File: src/rtl/pipeline_hazard_ctrl_pkg.sv
// rtl/pipeline_hazard_ctrl_pkg.sv - shared state encodings and pipeline register indices
// Contents:
//   state_t   hazard FSM state: RUN (no multi-cycle op), EX_BUSY (multi-cycle op occupying EX)
//   REG_*     indices of the PC and the four pipeline registers in the internal enable/flush vectors
package pipeline_hazard_ctrl_pkg;

    typedef enum logic {
        RUN     = 1'b0,
        EX_BUSY = 1'b1
    } state_t;

    localparam int NUM_REGS   = 5;
    localparam int REG_PC     = 0;
    localparam int REG_IF_ID  = 1;
    localparam int REG_ID_EX  = 2;
    localparam int REG_EX_MEM = 3;
    localparam int REG_MEM_WB = 4;

endpackage

File: src/rtl/pipeline_hazard_ctrl_load_use_detect.sv
// rtl/pipeline_hazard_ctrl_load_use_detect.sv - load-use hazard comparator
// Ports:
//   id_rs1, id_rs2             in   source registers of the instruction in ID
//   id_uses_rs1, id_uses_rs2   in   ID instruction actually reads rs1 / rs2
//   ex_rd                      in   destination register of the instruction in EX
//   ex_mem_read                in   EX instruction is a load
//   hazard                     out  ID needs a value the EX load has not produced yet
module load_use_detect #(
    parameter int REG_ADDR_WIDTH = 5
) (
    input  logic [REG_ADDR_WIDTH-1:0] id_rs1,
    input  logic [REG_ADDR_WIDTH-1:0] id_rs2,
    input  logic                      id_uses_rs1,
    input  logic                      id_uses_rs2,
    input  logic [REG_ADDR_WIDTH-1:0] ex_rd,
    input  logic                      ex_mem_read,
    output logic                      hazard
);

    logic rd_live;
    logic rs1_match;
    logic rs2_match;

    // x0 is hardwired to zero, so a load targeting it never produces a dependency.
    assign rd_live   = ex_mem_read && (ex_rd != '0);
    assign rs1_match = id_uses_rs1 && (id_rs1 == ex_rd);
    assign rs2_match = id_uses_rs2 && (id_rs2 == ex_rd);
    assign hazard    = rd_live && (rs1_match || rs2_match);

endmodule

File: src/rtl/pipeline_hazard_ctrl.sv
// rtl/pipeline_hazard_ctrl.sv - stall/flush sequencing for the 5-stage pipeline registers and PC
// Ports:
//   clk, rst                       clock (rising edge), synchronous active-high reset
//   id_rs1/id_rs2/id_uses_rs1/2    ID-stage source operands
//   ex_rd, ex_mem_read             EX-stage destination and load flag
//   ex_multicycle                  EX holds a mul/div
//   ex_branch_taken                EX resolved a taken branch/jump
//   mem_access, mem_ready          MEM-stage data memory handshake
//   *_load_enable                  per-register load enables (PC, IF/ID, ID/EX, EX/MEM, MEM/WB)
//   *_flush                        per-register bubble insertion (IF/ID, ID/EX, EX/MEM)
//   busy                           multi-cycle op occupying EX
//   stall_cycles                   count of cycles with the PC held
module pipeline_hazard_ctrl
    import pipeline_hazard_ctrl_pkg::*;
#(
    parameter int REG_ADDR_WIDTH = 5,
    parameter int MULDIV_LATENCY = 4,
    parameter int CNT_WIDTH      = 3,
    parameter int PERF_WIDTH     = 32
) (
    input  logic                      clk,
    input  logic                      rst,
    input  logic [REG_ADDR_WIDTH-1:0] id_rs1,
    input  logic [REG_ADDR_WIDTH-1:0] id_rs2,
    input  logic                      id_uses_rs1,
    input  logic                      id_uses_rs2,
    input  logic [REG_ADDR_WIDTH-1:0] ex_rd,
    input  logic                      ex_mem_read,
    input  logic                      ex_multicycle,
    input  logic                      ex_branch_taken,
    input  logic                      mem_access,
    input  logic                      mem_ready,
    output logic                      pc_load_enable,
    output logic                      if_id_load_enable,
    output logic                      id_ex_load_enable,
    output logic                      ex_mem_load_enable,
    output logic                      mem_wb_load_enable,
    output logic                      if_id_flush,
    output logic                      id_ex_flush,
    output logic                      ex_mem_flush,
    output logic                      busy,
    output logic [PERF_WIDTH-1:0]     stall_cycles
);

    // Entering EX_BUSY already costs one stall cycle, and the release cycle is not a stall,
    // so the counter starts two below the latency.
    localparam logic [CNT_WIDTH-1:0] BUSY_INIT = CNT_WIDTH'(MULDIV_LATENCY - 2);

    state_t                     state;
    state_t                     state_next;
    logic [CNT_WIDTH-1:0]       cnt;
    logic [CNT_WIDTH-1:0]       cnt_next;
    logic [NUM_REGS-1:0]        en;
    logic [REG_EX_MEM:REG_IF_ID] flush;
    logic                       load_use;
    logic                       mem_wait;

    load_use_detect #(
        .REG_ADDR_WIDTH(REG_ADDR_WIDTH)
    ) u_load_use_detect (
        .id_rs1      (id_rs1),
        .id_rs2      (id_rs2),
        .id_uses_rs1 (id_uses_rs1),
        .id_uses_rs2 (id_uses_rs2),
        .ex_rd       (ex_rd),
        .ex_mem_read (ex_mem_read),
        .hazard      (load_use)
    );

    assign mem_wait = mem_access && !mem_ready;

    always_comb begin
        en         = '1;
        flush      = '0;
        state_next = state;
        cnt_next   = cnt;

        if (rst) begin
            en         = '0;
            state_next = RUN;
            cnt_next   = '0;
        end else if (mem_wait) begin
            // Whole pipe freezes; state and cnt hold so an EX_BUSY stall resumes where it left off.
            en = '0;
        end else if (state == EX_BUSY) begin
            if (cnt != '0) begin
                en[REG_PC]        = 1'b0;
                en[REG_IF_ID]     = 1'b0;
                en[REG_ID_EX]     = 1'b0;
                en[REG_EX_MEM]    = 1'b0;
                flush[REG_EX_MEM] = 1'b1;
                cnt_next          = cnt - CNT_WIDTH'(1);
            end else begin
                state_next = RUN;
            end
        end else if (ex_multicycle) begin
            // Upstream holds; a bubble drains into MEM while the op stays in EX.
            en[REG_PC]        = 1'b0;
            en[REG_IF_ID]     = 1'b0;
            en[REG_ID_EX]     = 1'b0;
            en[REG_EX_MEM]    = 1'b0;
            flush[REG_EX_MEM] = 1'b1;
            state_next        = EX_BUSY;
            cnt_next          = BUSY_INIT;
        end else if (ex_branch_taken) begin
            // Enables stay high; the flush wins at the register and kills both wrong-path slots.
            flush[REG_IF_ID] = 1'b1;
            flush[REG_ID_EX] = 1'b1;
        end else if (load_use) begin
            en[REG_PC]       = 1'b0;
            en[REG_IF_ID]    = 1'b0;
            en[REG_ID_EX]    = 1'b0;
            flush[REG_ID_EX] = 1'b1;
        end
    end

    always_ff @(posedge clk) begin
        if (rst) begin
            state        <= RUN;
            cnt          <= '0;
            stall_cycles <= '0;
        end else begin
            state <= state_next;
            cnt   <= cnt_next;
            if (!en[REG_PC]) begin
                stall_cycles <= stall_cycles + PERF_WIDTH'(1);
            end
        end
    end

    assign pc_load_enable     = en[REG_PC];
    assign if_id_load_enable  = en[REG_IF_ID];
    assign id_ex_load_enable  = en[REG_ID_EX];
    assign ex_mem_load_enable = en[REG_EX_MEM];
    assign mem_wb_load_enable = en[REG_MEM_WB];
    assign if_id_flush        = flush[REG_IF_ID];
    assign id_ex_flush        = flush[REG_ID_EX];
    assign ex_mem_flush       = flush[REG_EX_MEM];
    assign busy               = (state == EX_BUSY);

endmodule
File: config.mk
export PLATFORM = sky130hd
export DESIGN_NAME = pipeline_hazard_ctrl
export DESIGN_NICKNAME = d
export VERILOG_FILES = /design/src/rtl/pipeline_hazard_ctrl_pkg.sv /design/src/rtl/pipeline_hazard_ctrl_load_use_detect.sv /design/src/rtl/pipeline_hazard_ctrl.sv
export SDC_FILE = /design/constraint.sdc
export NUM_CORES = 1
export LEC_CHECK = 0
export CORE_MARGIN = 8
export CORE_UTILIZATION = 46
export CTS_CLUSTER_SIZE = 25
export DETAILED_ROUTE_END_ITERATION = 16
export PLACE_DENSITY = 0.79
export SYNTH_ARGS = -nofsm -noshare
export SYNTH_HDL_FRONTEND = slang
export SYNTH_SLANG_ARGS = --single-unit
File: constraint.sdc
create_clock -name clk -period 2.5 [get_ports clk]
set_input_delay 0.375 -clock clk [delete_from_list [all_inputs] [get_ports clk]]
set_output_delay 0.375 -clock clk [all_outputs]
set_load 0.01 [all_outputs]
# Yosys cells after proc, flatten, opt, wreduce, memory -nomap -nowiden
# Index checks and enable logic that the tools add are counted.
# Widths: inputs -> output; s select.
# classes
shift,0
muxes,22
bitwise,1
n_lt_le_gt_ge,0
n_div,0
addsub,2
n_eq_ne,3
n_mul,0
n_reduce_logical,11
# op_table
operator,count
$add 32x1->32 const B,1
$mux 3,8
$mux 4,3
$eq 5x5->1,2
$mux 1,8
$logic_and 1x1->1,5
$mux 5,1
$reduce_bool 5->1,1
$mux 2,2
$reduce_and 3->1,1
$reduce_bool 3->1,1
$sub 3x1->3 const B,1
$ne 2x1->1 const B,1
$reduce_bool 2->1,1
$logic_not 1->1,1
$logic_or 1x1->1,1
$not 1->1,1
# totals
latch_bits,0
n_memories,0
mem_bits_rw,0
rom_bits,0
reg_bits,36
output_inout_bits,41

# Depth between registers and ports, before layout
# Gate-level depths: netlist (run 1).
# depth
depth_word,10
ltp_mapped,10
mapped_depth_nobuf,9

# Cells and area by module
# From an unflattened synthesis (run 1), not the netlist that was laid out.
# hier_totals
cells_unflattened,232
area_unflattened_um2,1990.7
# modules_own_cells
module,cells_each,instances,area_per_inst_um2
pipeline_hazard_ctrl,215,1,1856.8
load_use_detect,17,1,133.9

# Worst setup path after synthesis (run 1)
# No wires, ideal clock.
# synth_timing
path_type,input to output
startpoint,in ex_rd[0]
endpoint,out if_id_load_enable
cell_stages,6
path_slack_ps,184
required_time_ps,2125
arrival_time_ps,1941
path_cell_list,or4_1 > o21a_1 > a311oi_4 > buf_6 > buf_12 > buf_4
# synth_via
elab_chain_len,10
elab_cells_between_ends,14
cone_classes,eq/ne: 2; mux: 6; reduce/logical: 6
# synth_lines
element,line_no,source
from (decl),pipeline_hazard_ctrl.sv:27,"input logic [REG_ADDR_WIDTH-1:0] ex_rd,"
"$eq 5x5->1, on equally long branches","pipeline_hazard_ctrl_load_use_detect.sv:26, pipeline_hazard_ctrl_load_use_detect.sv:27",
"$logic_and 1x1->1, on equally long branches","pipeline_hazard_ctrl_load_use_detect.sv:26, pipeline_hazard_ctrl_load_use_detect.sv:27",
$logic_or 1x1->1,pipeline_hazard_ctrl_load_use_detect.sv:28,assign hazard = rd_live && (rs1_match || rs2_match);
$logic_and 1x1->1 (*),pipeline_hazard_ctrl_load_use_detect.sv:28,
$mux 3 (*),pipeline_hazard_ctrl.sv:109,end else if (load_use) begin
$mux 3 (*),pipeline_hazard_ctrl.sv:105,end else if (ex_branch_taken) begin
$mux 3 (*),pipeline_hazard_ctrl.sv:96,end else if (ex_multicycle) begin
$mux 4 (*),pipeline_hazard_ctrl.sv:85,end else if (state == EX_BUSY) begin
$mux 4 (*),pipeline_hazard_ctrl.sv:82,end else if (mem_wait) begin
$mux 5 (*),pipeline_hazard_ctrl.sv:78,if (rst) begin
to (decl),pipeline_hazard_ctrl.sv:34,"output logic if_id_load_enable,"
# Mark *: on every way between the ends. The rest lies on a longest branch, timed or not.

# Final worst setup path (run 1)
# layout_timing
startpoint,in ex_rd[2]
endpoint,out pc_load_enable
# layout_via
elab_chain_len,10
elab_cells_between_ends,14
cone_classes,eq/ne: 2; mux: 6; reduce/logical: 6
# layout_lines
element,line_no,source
"$eq 5x5->1, on equally long branches","pipeline_hazard_ctrl_load_use_detect.sv:26, pipeline_hazard_ctrl_load_use_detect.sv:27",
"$logic_and 1x1->1, on equally long branches","pipeline_hazard_ctrl_load_use_detect.sv:26, pipeline_hazard_ctrl_load_use_detect.sv:27",
$logic_or 1x1->1,pipeline_hazard_ctrl_load_use_detect.sv:28,
$logic_and 1x1->1 (*),pipeline_hazard_ctrl_load_use_detect.sv:28,
$mux 3 (*),pipeline_hazard_ctrl.sv:109,
$mux 3 (*),pipeline_hazard_ctrl.sv:105,
$mux 3 (*),pipeline_hazard_ctrl.sv:96,
$mux 4 (*),pipeline_hazard_ctrl.sv:85,
$mux 4 (*),pipeline_hazard_ctrl.sv:82,
$mux 5 (*),pipeline_hazard_ctrl.sv:78,
to (decl),pipeline_hazard_ctrl.sv:33,"output logic pc_load_enable,"
# Marked as above.

==> results of run 1 <==
==> sequential cells by signal, summed over array words and instances, names as in the netlist <==
signal and flops:
busy 1, cnt 3, stall_cycles 32
==> power by group <==
part	switching, uW	internal (uW)	leakage [uW]
clock network	206	225	0.0000455
registers	10.9	585	0.000291
logic	104	122	0.000645
total	321	932	0.000981
==> cell families (layout without fill, tap and decap cells) <==
| logic type | Yosys count | after routing | synth area share |
|---|---|---|---|
| buffers and inverters | 25 | 98 | 0.06963 |
| and+or+nand+nor | 105 | 105 | 0.2981 |
| xor gates and xnor gates | 11 | 11 | 0.04704 |
| adders and majority gates | 3 | 3 | 0.01833 |
| AOI/OAI and AO/OA | 71 | 71 | 0.2046 |
| DFF | 36 | 36 | 0.3519 |
| muxes | 2 | 2 | 0.01038 |
==> worst max-delay path, delay by kind of cell <==
family	cells	cell delay (ns)
buffers and inverters	3	0.71
AO/OA/AOI/OAI	2	0.51
AND/OR/NAND/NOR	1	0.48
==> path summary, 6_finish.rpt <==
kind	from	to	slack [ns]	cells past startpoint
min	cnt[0]	cnt[0]	0.46	2
max	ex_rd[2]	pc_load_enable	0.06	6
min reg2reg	cnt[0]	cnt[0]	0.46	2
max reg2reg	cnt[0]	stall_cycles[30]	0.13	10
==> final cells by class <==
cell class                 instances  share of cell area
timing repair buffer              82              0.2721
sequential                        36              0.2488
inverter                           8             0.01037
clock buffer                       8             0.03110
tap                               52             0.02246
multi-input combinational        192              0.4151
==> metrics by stage <==
stage	power, uW	hold slack, ns	worst slack, ns	instances
3_3_place_gp	821.0	0.4436	-0.4986	368
3_5_place_dp	825.7	0.4496	-0.5109	368
2_1_floorplan	725.6	0.4363	0.1836	253
6_report	1252	0.4634	0.05952	378
4_1_cts	1255	0.4597	-0.01497	378
5_1_grt	1304	0.4875	0.006236	378
==> layer usage <==
layer  vias to the layer above  track usage
met1                      1024       0.2069
met4                         0      0.03793
met3                         5      0.06818
li1                       1088            -
met2                        70       0.2603
met5                         -            0
==> cells in the final DEF, fill, tap and decap left out, types with 2 or more instances in the layout <==
cell type        Yosys  layout
a21oi_1             36      35
nor3_1               2       2
buf_6                3       4
nand3_1             13      13
o21ai_0             16      16
dfxtp_1             36      36
clkbuf_8             0       6
buf_4                2      16
nand2_1             16      16
o21a_1               2       2
o31ai_1             11      11
nor4_1               2       2
ha_1                 3       3
or4_1               13      13
dlymetal6s2s_1       0       2
or3_1               21      21
o21ai_1              2       2
and4_1               4       4
clkdlybuf4s50_1      0      56
nor2_1               6       6
dlygate4sd2_1        0       2
and3_1               6       6
nand2b_1             2       2
and2_1               7       7
nand4_1             11      11
inv_1                8       8
clkbuf_1             9       2
xnor2_1             10       9
==> what timing repair did <==
action	CTS	global route
hold buffers	0	0
resized for setup	18	11
pin swaps	1	4
hold endpoints to repair	0	0
buffers inserted	2	0
endpoints found under the setup margin	20	25
==> results.sh, run 1 <==
export IMPL_status="finished, final reports clean"
export IMPL_power_density_nw_per_um2=432.3
export IMPL_synth_yosys_seq_area_share=0.3519
export IMPL_fillerInstances=382
export IMPL_synth_edf_count=0
export IMPL_clock_sinks=36
export IMPL_cpMostUsedCell="buf_6"
export IMPL_dp_hpwl_um=4132
export IMPL_syn_inst=253
export IMPL_routed_wl_um=5516
export IMPL_rsz0062_at_grt="false"
export IMPL_nNetsFinal=352
export IMPL_tightest_slew_ns=0.4673
export IMPL_synth_nets=280
export IMPL_syn2layout_area_growth_pct=41.42
export IMPL_period_needed_ns=2.440
export IMPL_start_util=0.4737
export IMPL_routed_via_count=2187
export IMPL_drc=0
export IMPL_cts_made_buffers=5
export IMPL_crit_chain="clkdlybuf4s50_1 > or4_1 > o21a_1 > a311oi_4 > buf_6 > buf_6"
export IMPL_clock_skew_ns=0.005938
export IMPL_ioPinCount=65
export IMPL_final_max_slew_viol_count=0
export IMPL_yosys_warnings=0
export IMPL_critPathMaxStageDelay_ns=0.48
export IMPL_gp_congestion=0.8115
export IMPL_setup_worst_path_class="in2out"
export IMPL_critPathRequiredTime_ns=2.12
export IMPL_maxUsedRoutingLayer="met4"
export IMPL_drive_above_1_share=0.1074
export IMPL_dieWidth_um=82.73
export IMPL_grt_max_degree=47
export IMPL_core_area_sq_um=4324
export IMPL_async_flop_share=0
export IMPL_grt_pass1_wl_um=9080
export IMPL_hold_class="reg2reg"
export IMPL_crit_slowest_cell="or4_1"
export IMPL_drv_cap=0
export IMPL_port_buffers=64
export IMPL_crit_fanout=5
export IMPL_fmax_mhz=409.8
export IMPL_cts_path_max_buffers=2
export IMPL_clk_pin_slew_ns=0.07
export IMPL_p_leak_uw=0.0009813
export IMPL_wl_met2_um=2457
export IMPL_layout_worst_path_cycle_share=0.9762
export IMPL_clockRootBuffer="clkbuf_8"
export IMPL_start_kind="primary input"
export IMPL_grtUsageTotal=0.1659
export IMPL_dr_pass1_iters=4
export IMPL_multi_input_area_sq_um=1202
export IMPL_seqCellArea_sq_um=720.7
export IMPL_synth_top_area_share=0.3519
export IMPL_gr_total_overflow=0
export IMPL_rows=24
export IMPL_yosys_most_used_dff="dfxtp_1"
export IMPL_max_slew_margin=0.6877
export IMPL_netlist_cell_type_count=36
export IMPL_cp_arrival_ns=2.07
export IMPL_tns_ns=0
export IMPL_netlist_top_cell_by_area="dfxtp_1"
export IMPL_synth_area_leaders="dfxtp_1 (35%), a21oi_1 (8.8%), or3_1 (6.4%)"
export IMPL_antenna_left=0
export IMPL_ys_top_cells_by_count="a21oi_1 (36), dfxtp_1 (36), or3_1 (21), nand2_1 (16), o21ai_0 (16)"
export IMPL_placed_cell_area_sq_um=2761
export IMPL_stdcell_area_sq_um=2897
export IMPL_fin_util=0.6699
export IMPL_setup_viol=0
export IMPL_die_y_um=82.73
export IMPL_synth_seq_cells=36
export IMPL_h_tree_depth=2
export IMPL_n_antenna_cell=0
export IMPL_peakVddDrop_v=0.0002836
export IMPL_wl_met1_um=2473
export IMPL_routedWlPerCell_um=14.59
export IMPL_wl_met3_um=540
export IMPL_cts_tree="built"
export IMPL_die_area_sq_um=6844
export IMPL_viasPerCell=5.786
export IMPL_clk_latency_ns=0.29
export IMPL_end_kind="primary output"
export IMPL_grt_pass1_vias=2025
export IMPL_syn_cell_area_sq_um=2048
export IMPL_antenna_found_initial=0
export IMPL_avgSynthCellArea_sq_um=8.096
export IMPL_hold_violations=0
export IMPL_drtIter0Drc=120
Power figures use the tool's default switching activity.
==> inputs of run 2 (changes only) <==
CORE_MARGIN = 2   (was 8)
==> results.sh, run 2 (synthesis results as in run 1) <==
export IMPL_viasPerCell=5.784
export IMPL_crit_fanout=43
export IMPL_largest_register_ffs=32
export IMPL_critPathRequiredTime_ns=2.72
export IMPL_seqPwrFrac=0.465
export IMPL_clkPwrFrac=0.352
export IMPL_port_buffers=64
export IMPL_power_density_nw_per_um2=434.1
export IMPL_largest_register="stall_cycles"
export IMPL_grt_pass1_vias=1992
export IMPL_drtIter0Drc=107
export IMPL_p_sw_frac=0.2713
export IMPL_rows=24
export IMPL_fmax_mhz=396.7
export IMPL_start_kind="primary input"
export IMPL_grt_max_degree=44
export IMPL_drc=0
export IMPL_fin_util=0.6826
export IMPL_clock_sinks=36
export IMPL_status="finished, violations left"
export IMPL_power_switching_uw=347.7
export IMPL_clockRootBuffer="clkbuf_8"
export IMPL_p_leak_uw=0.001025
export IMPL_clock_skew_ns=0.007335
export IMPL_dieWidth_um=70.73
export IMPL_hold_class="reg2reg"
export IMPL_cts_tree="built"
export IMPL_postCtsHoldBufs=0
export IMPL_gp_congestion=0.7759
export IMPL_antenna_left=0
export IMPL_cts_made_buffers=5
export IMPL_start_util=0.4737
export IMPL_cp_arrival_ns=2.74
export IMPL_nNetsFinal=353
export IMPL_final_cell_mix="clkdlybuf4s50_1 (54), dfxtp_1 (36), a21oi_1 (32)"
export IMPL_h_tree_depth=2
export IMPL_grt_pass1_wl_um=8790
export IMPL_cts_path_max_buffers=2
export IMPL_antenna_found_initial=0
export IMPL_violations="negative setup slack"
export IMPL_end_kind="flip-flop"
export IMPL_routed_wl_um=5549
export IMPL_power_uw=1281
export IMPL_syn2layout_area_growth_pct=44.11
export IMPL_drv_cap=0
export IMPL_setup_worst_path_class="in2reg"
export IMPL_routed_via_count=2192
export IMPL_preCtsSetupSlack_ns=-0.4786
export IMPL_r2r_slack_ns=0.22
export IMPL_clk_pin_slew_ns=0.07
export IMPL_dr_pass1_iters=4
export IMPL_core_area_sq_um=4324
export IMPL_drive_above_1_share=0.1346
export IMPL_setup_slack_ns=-0.02103
export IMPL_layout_worst_path_cycle_share=1.008
export IMPL_routedWlPerCell_um=14.64
export IMPL_p_int_uw=933.7
export IMPL_die_y_um=70.73
export IMPL_grtUsageTotal=0.2165
export IMPL_hold_violations=0
export IMPL_ioPinCount=65
export IMPL_gr_total_overflow=0
export IMPL_layout_commonest_cell="clkdlybuf4s50_1"
export IMPL_comb_power_share=0.183
export IMPL_n_antenna_cell=0
export IMPL_clk_latency_ns=0.30
export IMPL_die_area_sq_um=5003
export IMPL_tightest_slew_ns=0.4752
export IMPL_max_slew_margin=0.6824
export IMPL_peakVddDrop_v=0.0002719
export IMPL_final_max_slew_viol_count=0
export IMPL_period_needed_ns=2.521
export IMPL_dp_hpwl_um=3794
export IMPL_setup_viol=1
## run 2: changes by cell type in the layout (fill, tap and decap cells not counted), sizes merged
cell / change
clkinv: +1
clkbuf: -3
buf: +2
inv: +1
clkdlybuf4s50: -2
dlymetal6s2s: +2
## run 2: power by group through the flow
stage | logic, uW | registers (uW) | clock network [uW]
6_report | 234 | 596 | 451
5_1_grt | 255 | 598 | 488
4_1_cts | 221 | 596 | 459
3_5_place_dp | 221 | 609 | 0
3_3_place_gp | 212 | 609 | 0
2_1_floorplan | 115 | 611 | 0
## run 2: metrics by stage
stage,instance area (sq um),TNS (ns),hold WS [ns],cells
2_1_floorplan,2048,0,0.4363,253
3_3_place_gp,2774,-8.750,0.4441,368
3_5_place_dp,2774,-9.654,0.4542,368
4_1_cts,2879,0,0.4640,378
5_1_grt,2952,-0.08932,0.4813,379
6_report,2952,-0.02103,0.4595,379
## run 2: worst paths after layout
kind	from	endpoint	depth (start not counted)
max	ex_rd[1]	stall_cycles[17]	10
min	cnt[0]	cnt[0]	2
max reg2reg	cnt[0]	stall_cycles[17]	9
min reg2reg	cnt[0]	cnt[0]	2
## run 2: layout make-up
cell class | instances | area [sq um]
clock inverter | 2 | 13.76
tap | 52 | 65.06
multi-input combinational | 192 | 1234
sequential | 36 | 720.7
fill | 371 | 1373
clock buffer | 6 | 82.58
inverter | 8 | 30.03
timing repair buffer | 83 | 805.8
## run 2: routing by layer
metal | wire, um | GRT usage | part of all wire
met1 | 2500 | 0.2803 | 0.45
met2 | 2662 | 0.3448 | 0.48
met3 | 325 | 0.06838 | 0.059
met4 | 60 | 0.06918 | 0.011
met5 | 0 | 0 | 0
## run 2: repair_timing
action / 4_1_cts / 5_1_grt
setup buffers: 3 / 1
gates cloned: 0 / 0
endpoints found under the setup margin: 16 / 21
pin swaps: 2 / 14
resized for setup: 21 / 17
## run 2: worst max-delay path, stage by stage
cell	delay, ns
clkdlybuf4s50_1	0.56
xnor2_1	0.16
nand4_1	0.14
o22ai_2	0.20
buf_6	0.14
a311oi_4	0.09
buf_12	0.16
buf_12	0.16
or4_1	0.57
a21oi_2	0.18
==> inputs of run 3 (changes only) <==
ABC_CLOCK_PERIOD_IN_PS = 2500   (was not set)
==> results of run 3 <==
Same layout as run 2: the final DEF is identical, and so are final timing and power.
